$ cat src/rtl/execute_stage_pipe.sv
// execute_stage_pipe
//   Registered execute stage sitting between the ID/EX and EX/MEM boundaries.
//   It performs ALU operations and resolves branches and jumps. Multiplies run
//   on an iterative shift-add multiplier that retires MUL_BITS bits per cycle.
//   Valid/ready handshakes are used on both sides. The stage stalls decode
//   while a multiply runs, and it absorbs backpressure from the memory stage.
//
// Ports
//   clk, rst                   clock; synchronous active-high reset
//   in_valid / in_ready        issue handshake from decode
//   op, a, b, imm, alu_src     ALU op and operands (src2 = alu_src ? imm : b)
//   pc                         PC+2 of the issuing instruction
//   branch, br_cond            conditional branch on ALU result (EQZ/NEZ/LTZ/GEZ)
//   jump, jump_reg             pc-relative jump / register jump (target = result)
//   flush                      kill the in-flight multiply and any held result
//   out_valid / out_ready      EX/MEM register handshake to the memory stage
//   alu_res, next_pc           registered result and next PC
//   redirect, err              registered redirect flag; illegal op or target overflow
module execute_stage_pipe #(
  parameter int WIDTH    = 16,
  parameter int MUL_BITS = 4
) (
  input  logic             clk,
  input  logic             rst,
  input  logic             in_valid,
  output logic             in_ready,
  input  logic [3:0]       op,
  input  logic [WIDTH-1:0] a,
  input  logic [WIDTH-1:0] b,
  input  logic [WIDTH-1:0] imm,
  input  logic             alu_src,
  input  logic [WIDTH-1:0] pc,
  input  logic             branch,
  input  logic [1:0]       br_cond,
  input  logic             jump,
  input  logic             jump_reg,
  input  logic             flush,
  output logic             out_valid,
  input  logic             out_ready,
  output logic [WIDTH-1:0] alu_res,
  output logic [WIDTH-1:0] next_pc,
  output logic             redirect,
  output logic             err
);

  localparam int L_MUL = WIDTH / MUL_BITS;
  localparam int SHW   = $clog2(WIDTH);
  localparam int CW    = $clog2(L_MUL + 1);

  typedef enum logic [1:0] {IDLE, MUL_BUSY, HOLD} state_t;

  typedef struct packed {
    logic [WIDTH-1:0] npc;
    logic             redirect;
    logic             ovf_err;
  } ctl_t;

  state_t state, next_state;

  logic [WIDTH-1:0] src2, alu_out;
  logic [SHW-1:0]   shamt;
  logic             illegal_in, slt_bit;
  logic             accept, is_mul, issue_write, mul_write, reg_free;
  ctl_t             in_ctl, mul_ctl;

  // Multiplier state, plus the branch context of the multiply so that it can
  // be resolved on the final product.
  logic [WIDTH-1:0] mul_mcand, mul_mplier, mul_acc, mul_acc_next, mul_partial, mul_result;
  logic [CW-1:0]    mul_cnt;
  logic             mul_done, last_step;
  logic [WIDTH-1:0] m_pc, m_imm;
  logic             m_branch, m_jump, m_jreg;
  logic [1:0]       m_cond;

  // The branch condition is tested on the ALU result. The taken target is
  // pc+imm. It overflows when both addends share a sign and the sum flips it.
  // A register jump uses the result itself as the target, so it never flags
  // an overflow.
  function automatic ctl_t resolve(input logic [WIDTH-1:0] res, input logic [WIDTH-1:0] pc_i,
                                   input logic [WIDTH-1:0] imm_i, input logic branch_i,
                                   input logic [1:0] cond_i, input logic jump_i,
                                   input logic jreg_i);
    logic             cond_ok;
    logic             taken;
    logic [WIDTH-1:0] target;
    ctl_t             r;
    case (cond_i)
      2'b00:   cond_ok = (res == '0);
      2'b01:   cond_ok = (res != '0);
      2'b10:   cond_ok = res[WIDTH-1];
      default: cond_ok = ~res[WIDTH-1];
    endcase
    taken      = jump_i | (branch_i & cond_ok);
    target     = pc_i + imm_i;
    r.npc      = jreg_i ? res : (taken ? target : pc_i);
    r.redirect = jreg_i | taken;
    r.ovf_err  = taken & ~jreg_i & (pc_i[WIDTH-1] == imm_i[WIDTH-1]) &
                 (target[WIDTH-1] != pc_i[WIDTH-1]);
    return r;
  endfunction

  assign src2    = alu_src ? imm : b;
  assign shamt   = src2[SHW-1:0];
  assign slt_bit = $signed(a) < $signed(src2);

  // Single-cycle ALU. MUL never writes the output through this path because
  // its result comes from the multiplier. Ops 0xB-0xF are illegal; they give
  // a zero result.
  always_comb begin
    alu_out    = '0;
    illegal_in = 1'b0;
    case (op)
      4'h0:    alu_out = a + src2;
      4'h1:    alu_out = a - src2;
      4'h2:    alu_out = a & src2;
      4'h3:    alu_out = a | src2;
      4'h4:    alu_out = a ^ src2;
      4'h5:    alu_out = a << shamt;
      4'h6:    alu_out = a >> shamt;
      4'h7:    alu_out = $signed(a) >>> shamt;
      4'h8:    alu_out = {{(WIDTH-1){1'b0}}, slt_bit};
      4'h9:    alu_out = '0;
      4'hA:    alu_out = src2;
      default: illegal_in = 1'b1;
    endcase
  end

  assign in_ctl = resolve(alu_out, pc, imm, branch, br_cond, jump, jump_reg);

  // Each step multiplies the low MUL_BITS of the multiplier by the shifted
  // multiplicand. Once the last step has been taken, the product is parked in
  // mul_acc until the output register is free.
  assign mul_partial  = mul_mcand * {{(WIDTH-MUL_BITS){1'b0}}, mul_mplier[MUL_BITS-1:0]};
  assign mul_acc_next = mul_acc + mul_partial;
  assign last_step    = ~mul_done & (mul_cnt == CW'(L_MUL - 1));
  assign mul_result   = mul_done ? mul_acc : mul_acc_next;
  assign mul_ctl      = resolve(mul_result, m_pc, m_imm, m_branch, m_cond, m_jump, m_jreg);

  assign reg_free    = ~out_valid | out_ready;
  assign accept      = in_valid & in_ready;
  assign is_mul      = (op == 4'h9);
  assign issue_write = accept & ~is_mul;
  assign mul_write   = (state == MUL_BUSY) & (mul_done | last_step) & reg_free;

  // State register.
  always_ff @(posedge clk) begin
    if (rst) state <= IDLE;
    else     state <= next_state;
  end

  // Next-state logic. A flush always returns the stage to IDLE. HOLD marks a
  // result that stayed in the register because out_ready was low at the
  // last edge.
  always_comb begin
    next_state = state;
    if (flush) begin
      next_state = IDLE;
    end else begin
      case (state)
        IDLE, HOLD: begin
          if (accept & is_mul)              next_state = MUL_BUSY;
          else if (out_valid & ~out_ready)  next_state = HOLD;
          else                              next_state = IDLE;
        end
        MUL_BUSY: if (mul_write) next_state = IDLE;
        default:  next_state = IDLE;
      endcase
    end
  end

  // Output logic. The stage takes a new instruction only when no multiply is
  // running and the result register is either empty or draining this edge.
  always_comb begin
    in_ready = (state != MUL_BUSY) & reg_free & ~flush & ~rst;
  end

  // EX/MEM result register and multiplier datapath. A drain and a new write
  // can happen on the same edge, so no bubble is inserted.
  always_ff @(posedge clk) begin
    if (rst) begin
      out_valid  <= 1'b0;
      alu_res    <= '0;
      next_pc    <= '0;
      redirect   <= 1'b0;
      err        <= 1'b0;
      mul_mcand  <= '0;
      mul_mplier <= '0;
      mul_acc    <= '0;
      mul_cnt    <= '0;
      mul_done   <= 1'b0;
      m_pc       <= '0;
      m_imm      <= '0;
      m_branch   <= 1'b0;
      m_cond     <= 2'b00;
      m_jump     <= 1'b0;
      m_jreg     <= 1'b0;
    end else if (flush) begin
      out_valid <= 1'b0;
      mul_cnt   <= '0;
      mul_done  <= 1'b0;
    end else begin
      if (issue_write) begin
        out_valid <= 1'b1;
        alu_res   <= alu_out;
        next_pc   <= in_ctl.npc;
        redirect  <= in_ctl.redirect;
        err       <= illegal_in | in_ctl.ovf_err;
      end else if (mul_write) begin
        out_valid <= 1'b1;
        alu_res   <= mul_result;
        next_pc   <= mul_ctl.npc;
        redirect  <= mul_ctl.redirect;
        err       <= mul_ctl.ovf_err;
      end else if (out_valid & out_ready) begin
        out_valid <= 1'b0;
      end

      if (accept & is_mul) begin
        mul_mcand  <= a;
        mul_mplier <= src2;
        mul_acc    <= '0;
        mul_cnt    <= '0;
        mul_done   <= 1'b0;
        m_pc       <= pc;
        m_imm      <= imm;
        m_branch   <= branch;
        m_cond     <= br_cond;
        m_jump     <= jump;
        m_jreg     <= jump_reg;
      end else if ((state == MUL_BUSY) & ~mul_done) begin
        mul_mcand  <= mul_mcand << MUL_BITS;
        mul_mplier <= mul_mplier >> MUL_BITS;
        mul_acc    <= mul_acc_next;
        mul_cnt    <= mul_cnt + CW'(1);
        if (last_step) mul_done <= 1'b1;
      end
    end
  end

endmodule

$ cat config.mk
export PLATFORM = sky130hd
export DESIGN_NAME = execute_stage_pipe
export DESIGN_NICKNAME = d
export VERILOG_FILES = /design/src/rtl/execute_stage_pipe.sv
export SDC_FILE = /design/constraint.sdc
export NUM_CORES = 1
export LEC_CHECK = 0
export CORE_MARGIN = 3
export CORE_UTILIZATION = 35
export CTS_BUF_LIST = sky130_fd_sc_hd__clkbuf_16
export DETAILED_ROUTE_END_ITERATION = 16
export SLEW_MARGIN = 5
export SYNTH_ARGS = -nofsm -noshare
export SYNTH_HDL_FRONTEND = slang
export SYNTH_SLANG_ARGS = --single-unit
$ cat constraint.sdc
create_clock -name clk -period 7.05 [get_ports clk]
set_clock_uncertainty 0.15 [all_clocks]
set_input_delay 0.705 -clock clk [delete_from_list [all_inputs] [get_ports clk]]
set_output_delay 0.705 -clock clk [all_outputs]
set_load 0.02 [all_outputs]
# After elaboration in Yosys (flattened, before gate mapping)
# Index checks and enable logic that the tools add are counted.
op_classes:
  n_addsub: 6
  mul: 1
  n_lt_le_gt_ge: 1
  n_eq_ne: 23
  shifts: 3
  mux: 31
  n_bitwise: 40
  reduce_logical: 19
ops:
  columns: ["cell", "count"]
  rows:
  - ["$mux W16", 16]
  - ["$pmux W16 S10", 1]
  - ["$add A16 B16 Y16", 4]
  - ["$logic_not A16 Y1", 2]
  - ["$reduce_bool A16 Y1", 2]
  - ["$and A1 B1 Y1", 20]
  - ["$and A16 B16 Y16", 1]
  - ["$eq A4 B3 Y1 const B", 4]
  - ["$lt A16 B16 Y1", 1]
  - ["$mul A16 B4 Y16", 1]
  - ["$or A16 B16 Y16", 1]
  - ["$shl A16 B4 Y16", 1]
  - ["$shr A16 B4 Y16", 1]
  - ["$sshr A16 B4 Y16", 1]
  - ["$sub A16 B16 Y16", 1]
  - ["$xor A16 B16 Y16", 1]
  - ["$eq A4 B4 Y1 const B", 3]
  - ["$reduce_or A11 Y1", 1]
  - ["$not A1 Y1", 10]
  - ["$eq A4 B2 Y1 const B", 2]
  - ["$mux W1", 8]
  - ["$reduce_and A2 Y1", 4]
  - ["$or A1 B1 Y1", 7]
  - ["$eq A2 B1 Y1 const B", 3]
  - ["other kinds (17)", 28]
totals:
  register_bits: 126
  word_cells: 141

# Logic depth before layout (Yosys ltp)
# Gate-level depths: netlist of run 1.
depth:
  word_depth: 12
  ltp_mapped: 23
  depth_no_buf: 20

# Worst setup path after synthesis of run 1
# OpenSTA, ideal clock, no wires.
synth_path:
  path_kind: "reg-to-reg"
  from: "register mul_mplier[1]"
  to: "register next_pc[3]"
  setup_ns: 0.075
  arrival_time_ns: 5.767
  path_slack_ns: 1.059
  stages_incl_launch_ff: 22
  period_less_slack_ns: 5.991
  path_cell_list: "dfxtp_1 > clkbuf_1 > nand2_1 > fa_1 > fa_1 > fa_1 > inv_1 > ha_1 > nor2b_1 > o31a_1 > o2111a_1 > or3_1 > a31oi_1 > nor4bb_1 > a41oi_1 > xnor2_1 > a21oi_1 > clkbuf_1 > buf_1 > mux2i_1 > o211ai_1 > o21ai_0"
synth_via:
  elab_chain_len: 11
  word_cells_on_any_way: 13
synth_lines:
  columns: ["item", "line", "source"]
  rows:
  - ["start, declared", "68", "logic [WIDTH-1:0] mul_mcand, mul_mplier, mul_acc, mul_acc_next, mul_partial, mul_result;"]
  - ["start signal, assigned", "220", "mul_mplier <= src2;"]
  - ["start signal, assigned", "232", "mul_mplier <= mul_mplier >> MUL_BITS;"]
  - ["$mul A16 B4 Y16 *", "133", "assign mul_partial = mul_mcand * {{(WIDTH-MUL_BITS){1'b0}}, mul_mplier[MUL_BITS-1:0]};"]
  - ["$add A16 B16 Y16 *", "134", "assign mul_acc_next = mul_acc + mul_partial;"]
  - ["$mux W16 *", "136", "assign mul_result = mul_done ? mul_acc : mul_acc_next;"]
  - ["$reduce_bool A16 Y1 (tied with other cells)", "89", "2'b01: cond_ok = (res != '0);"]
  - ["$pmux W1 S3", "87", "case (cond_i)"]
  - ["$and A1 B1 Y1", "93", "taken = jump_i | (branch_i & cond_ok);"]
  - ["$or A1 B1 Y1", "93", null]
  - ["$mux W16", "95", "r.npc = jreg_i ? res : (taken ? target : pc_i);"]
  - ["$mux W16 *", "95", null]
  - ["$mux W16 *", "208", "end else if (mul_write) begin"]
  - ["$mux W16 *", "202", "if (issue_write) begin"]
  - ["end signal, assigned", "205", "next_pc <= in_ctl.npc;"]
  - ["end signal, assigned", "211", "next_pc <= mul_ctl.npc;"]
  - ["end, declared", "41", "output logic [WIDTH-1:0] next_pc,"]
# Every way passes the cells marked *; elsewhere a longest branch is shown, timed or not. The select of a mux whose other input is x is not followed.
# A chain may end at the register's enable or synchronous reset.

# Worst setup path after layout of run 1
layout_path:
  from: "register mul_mplier[2]"
  to: "register next_pc[7]"
# Same word-level chain as after synthesis.

==> qor.csv, run 1 <==
stage;metric;value;unit
floorplan;Core Area;0.0402;mm^2
layout;footprint of the multi-input gates;0.0109;mm^2
synthesis;ys async rst share;0;%
cts;Root Buffer;clkbuf_16;
power_and_ir_drop;Power Density;140;mW/mm^2
synthesis;Gate Count Post-Synth;1930;
synthesis;dominant synthesized flop cell;dfxtp_1;
setup_path;CP max-delay cell;dfxtp_1;
layout;Nets;2213;
setup_path;crit path from;mul_mplier[2];
synthesis;syn avg cell area;7.47;um^2
sta;Final Slew Violations;0;
setup_path;Crit Path Category;flip-flop to flip-flop;
global_route;initial antenna violation count;1;
global_route;first-pass GRT wire length;89000;um
cts;Reg clk slew, reported paths;0.07;ns
sta;Tcrit/Tclk final;93.9;%
sta;maximum clock rate;151;MHz
sta;minimum clock period after layout;6.62;ns
layout;Final Cell Area;0.0168;mm^2
sta;RSZ-0062 raised after global routing;false;
sta;Rel. slew slack;12.9;%
cts;H-tree depth;4;
place;Area after DPL;0.0162;mm^2
power_and_ir_drop;total design power;2.35;mW
layout;Layout area overhead;16.7;%
sta;Worst-Margin Slew;1.29;ns
setup_path;Critical Path, Cell by Cell;nand2_1 > fa_1 > fa_1 > fa_1 > inv_1 > ha_1 > nor2b_1 > o31a_1 > o2111a_1 > or3_1 > a31oi_2 > nor4bb_1 > a41oi_1 > xnor2_1 > a21oi_4 > buf_4 > mux2i_1 > o211a_1 > o22ai_1;
cts;CTS tree;yes;
setup_path;CP peak stage delay;0.64;ns
floorplan;die area;0.0436;mm^2
synthesis;number of distinct library cells after synthesis;95;
sta;Final Hold Vio Count;0;
setup_path;reg-to-reg startpoint;mul_mplier[2];
cts;clock sinks;126;
setup_path;Critical Path End Type;flip-flop;
hold_path;min-delay src;alu_res[15];
floorplan;IO Pins;115;
power_and_ir_drop;maximum vdd drop;0.154;mV
setup_path;crit path max fanout;15;
floorplan;Die Width;209;um
power_and_ir_drop;Pleak;6.75;nW
layout;FF/Latch Area;0.00252;mm^2
synthesis;Yosys warnings;0;
route;DR iter-0 viols;1608;
route;DRC;0;
job;Max-Cap Viols;0;
layout;Layout Cells excl Fill;2530;
global_route;largest net degree at the start of global routing;93;
setup_path;Data required, critical path;7.20;ns
sta;worst setup margin;0.433;ns
layout;ANT cells;0;
synthesis;register area share after synthesis;17.5;%
place;Cells after DPL;2498;
floorplan;Cell Rows;73;
cts;clock tree buffer depth;2;
floorplan;Initial Util;35.9;%
global_route;GRT Overall Usage;25.8;%
route;DR WL/cell;22.8;um
synthesis;Post-synth EDFFs;0;
setup_path;Worst path most repeated cell;fa_1;
sta;final setup TNS;0;ns
layout;layout cells sized above 1;8.38;%
route;final wirelength;57800;um
route;Detailed Routing Iterations Pass 1;7;
sta;endpoints failing setup;0;
place;DP Worst Slack;0.205;ns
route;Via-to-Cell Ratio;6.05;
route;post-route ant nets;0;
synthesis;Syn Nets;2151;
layout;Filler cells;4110;
floorplan;Vert. Die Dim;209;um
place;final RePlAce weighted congestion;1.03;
route;vias;15300;
synthesis;Mapped Area;0.0144;mm^2
place;dpl hpwl;43700;um
setup_path;critical path arrival;6.77;ns
global_route;GRT overflow;0;
hold_path;worst min-delay path class;flip-flop to flip-flop;
place;port bufs;114;
setup_path;Setup crit start kind;flip-flop;
cts;latest clock arrival within the worst-skew pair;0.44;ns
global_route;vias in the first global route;14800;
cts;Inserted Clock Buffers;17;
run_status;status;complete, no violations;
synthesis;Synth Register Bits;126;
[layout make-up]
type / instances / share of cell area, %
inverter: 133 / 2.98
multi-input combinational: 1533 / 64.8
timing repair buffer: 181 / 9.83
clock inverter: 15 / 0.960
clock buffer: 17 / 2.53
sequential: 126 / 15.0
tap: 525 / 3.91
[metrics by stage]
step | hold WS, ns | util [%]
floorplan | 0.286 | -
global placement | 0.297 | 40.3
detailed placement | 0.301 | 40.4
CTS | 0.314 | 41.8
global route | 0.320 | 41.9
finish | 0.311 | 41.9
[path summary, 6_finish.rpt]
| check | endpoint | slack (ns) | cells past startpoint |
|---|---|---|---|
| worst min-delay path | alu_res[15] | 0.31 | 2 |
| worst min register to register | alu_res[15] | 0.31 | 2 |
| worst max register to register | next_pc[7] | 0.43 | 19 |
| worst max-delay path | next_pc[7] | 0.43 | 19 |
[cell usage in the layout, fill, tap and decap left out, types with 14 or more instances in the layout]
cell / n
mux2i_1: 65
o21ai_0: 82
inv_1: 132
or3_1: 20
clkdlybuf4s50_1: 113
and3_1: 19
nand2b_1: 18
dfxtp_1: 125
a31oi_1: 17
and2_1: 57
o22ai_1: 20
nand2_1: 263
a21o_1: 19
o31ai_1: 14
o21a_1: 14
clkbuf_16: 17
a311oi_1: 23
nor2_1: 145
fa_1: 42
nor3_1: 53
a21oi_1: 156
ha_1: 100
a211oi_1: 36
o211ai_1: 34
xnor2_1: 32
buf_4: 67
mux4_2: 20
nand3_1: 51
[power by group]
part	internal (mW)	switching, mW	total [mW]	leakage, nW
combinational	0.276	0.444	0.720	5.45
sequential	0.719	0.00789	0.727	1.02
clock	0.525	0.378	0.903	0.282
[registers in the layout, indices dropped and copies added (netlist names)]
signal	cells
mul_acc	16
err	1
mul_cnt	3
out_valid	1
alu_res	16
state	2
m_jreg	1
m_branch	1
mul_mcand	16
m_pc	16
m_jump	1
mul_done	1
next_pc	16
mul_mplier	16
redirect	1
m_imm	16
m_cond	2
[critical path, delay by kind of cell (launching register included)]
| family | cells | cell delay (ns) |
|---|---|---|
| AND/OR/NAND/NOR | 4 | 1.03 |
| adder cells (fa/ha/maj) | 4 | 1.83 |
| XOR/XNOR | 1 | 0.22 |
| multiplexers | 1 | 0.27 |
| flip-flops | 1 | 0.64 |
| AO/OA/AOI/OAI | 7 | 1.99 |
| buffers and inverters | 2 | 0.38 |
[cell families (layout without fill, tap and decap cells)]
family / count (synthesis) / after routing / synth area share [%]
muxes: 101 / 101 / 9.26
DFF: 126 / 126 / 17.5
AOI/OAI and AO/OA: 533 / 533 / 24.7
adders and majority gates: 142 / 142 / 14.5
and+or+nand+nor: 711 / 711 / 23.7
xor gates and xnor gates: 46 / 46 / 2.89
buffers and inverters: 271 / 346 / 7.37
[layer usage]
layer | up-vias | wire length [um] | global-route usage [%]
li1 | 7061 | - | -
met1 | 7349 | 24800 | 35.6
met2 | 755 | 25100 | 39.6
met3 | 130 | 5170 | 5.27
met4 | 0 | 2730 | 10.3
met5 | - | 0 | 0
[synth_stat cells (18+ instances only)]
master,instances,area [um^2]
inv_1,131,492
nor2_1,147,552
nor3_1,55,275
a311oi_1,23,201
ha_1,100,1250
nand3_1,51,255
xnor2_1,32,280
o211ai_1,34,255
mux2i_1,66,661
a31oi_1,18,113
o22ai_1,20,125
o21ai_0,82,410
dfxtp_1,126,2520
and2_1,57,357
nand2b_1,18,113
a211oi_1,36,270
nand2_1,263,987
a21o_1,19,143
clkbuf_1,113,424
fa_1,42,841
or3_1,20,125
mux4_2,20,450
a21oi_1,158,791
and3_1,19,119
[timing repair]
item / in CTS / in global routing
resized for setup: 0 / 3
endpoints found under the setup margin: 0 / 14
hold buffers: 0 / 0
setup buffers: 0 / 0
(Power assumes the default switching activity.)
==> run 2, diff against run 1 <==
CTS_CLUSTER_DIAMETER = 50   (was not set)
==> results of run 2 <==
Same layout as run 1: the final DEF is identical, and so are final timing and power.
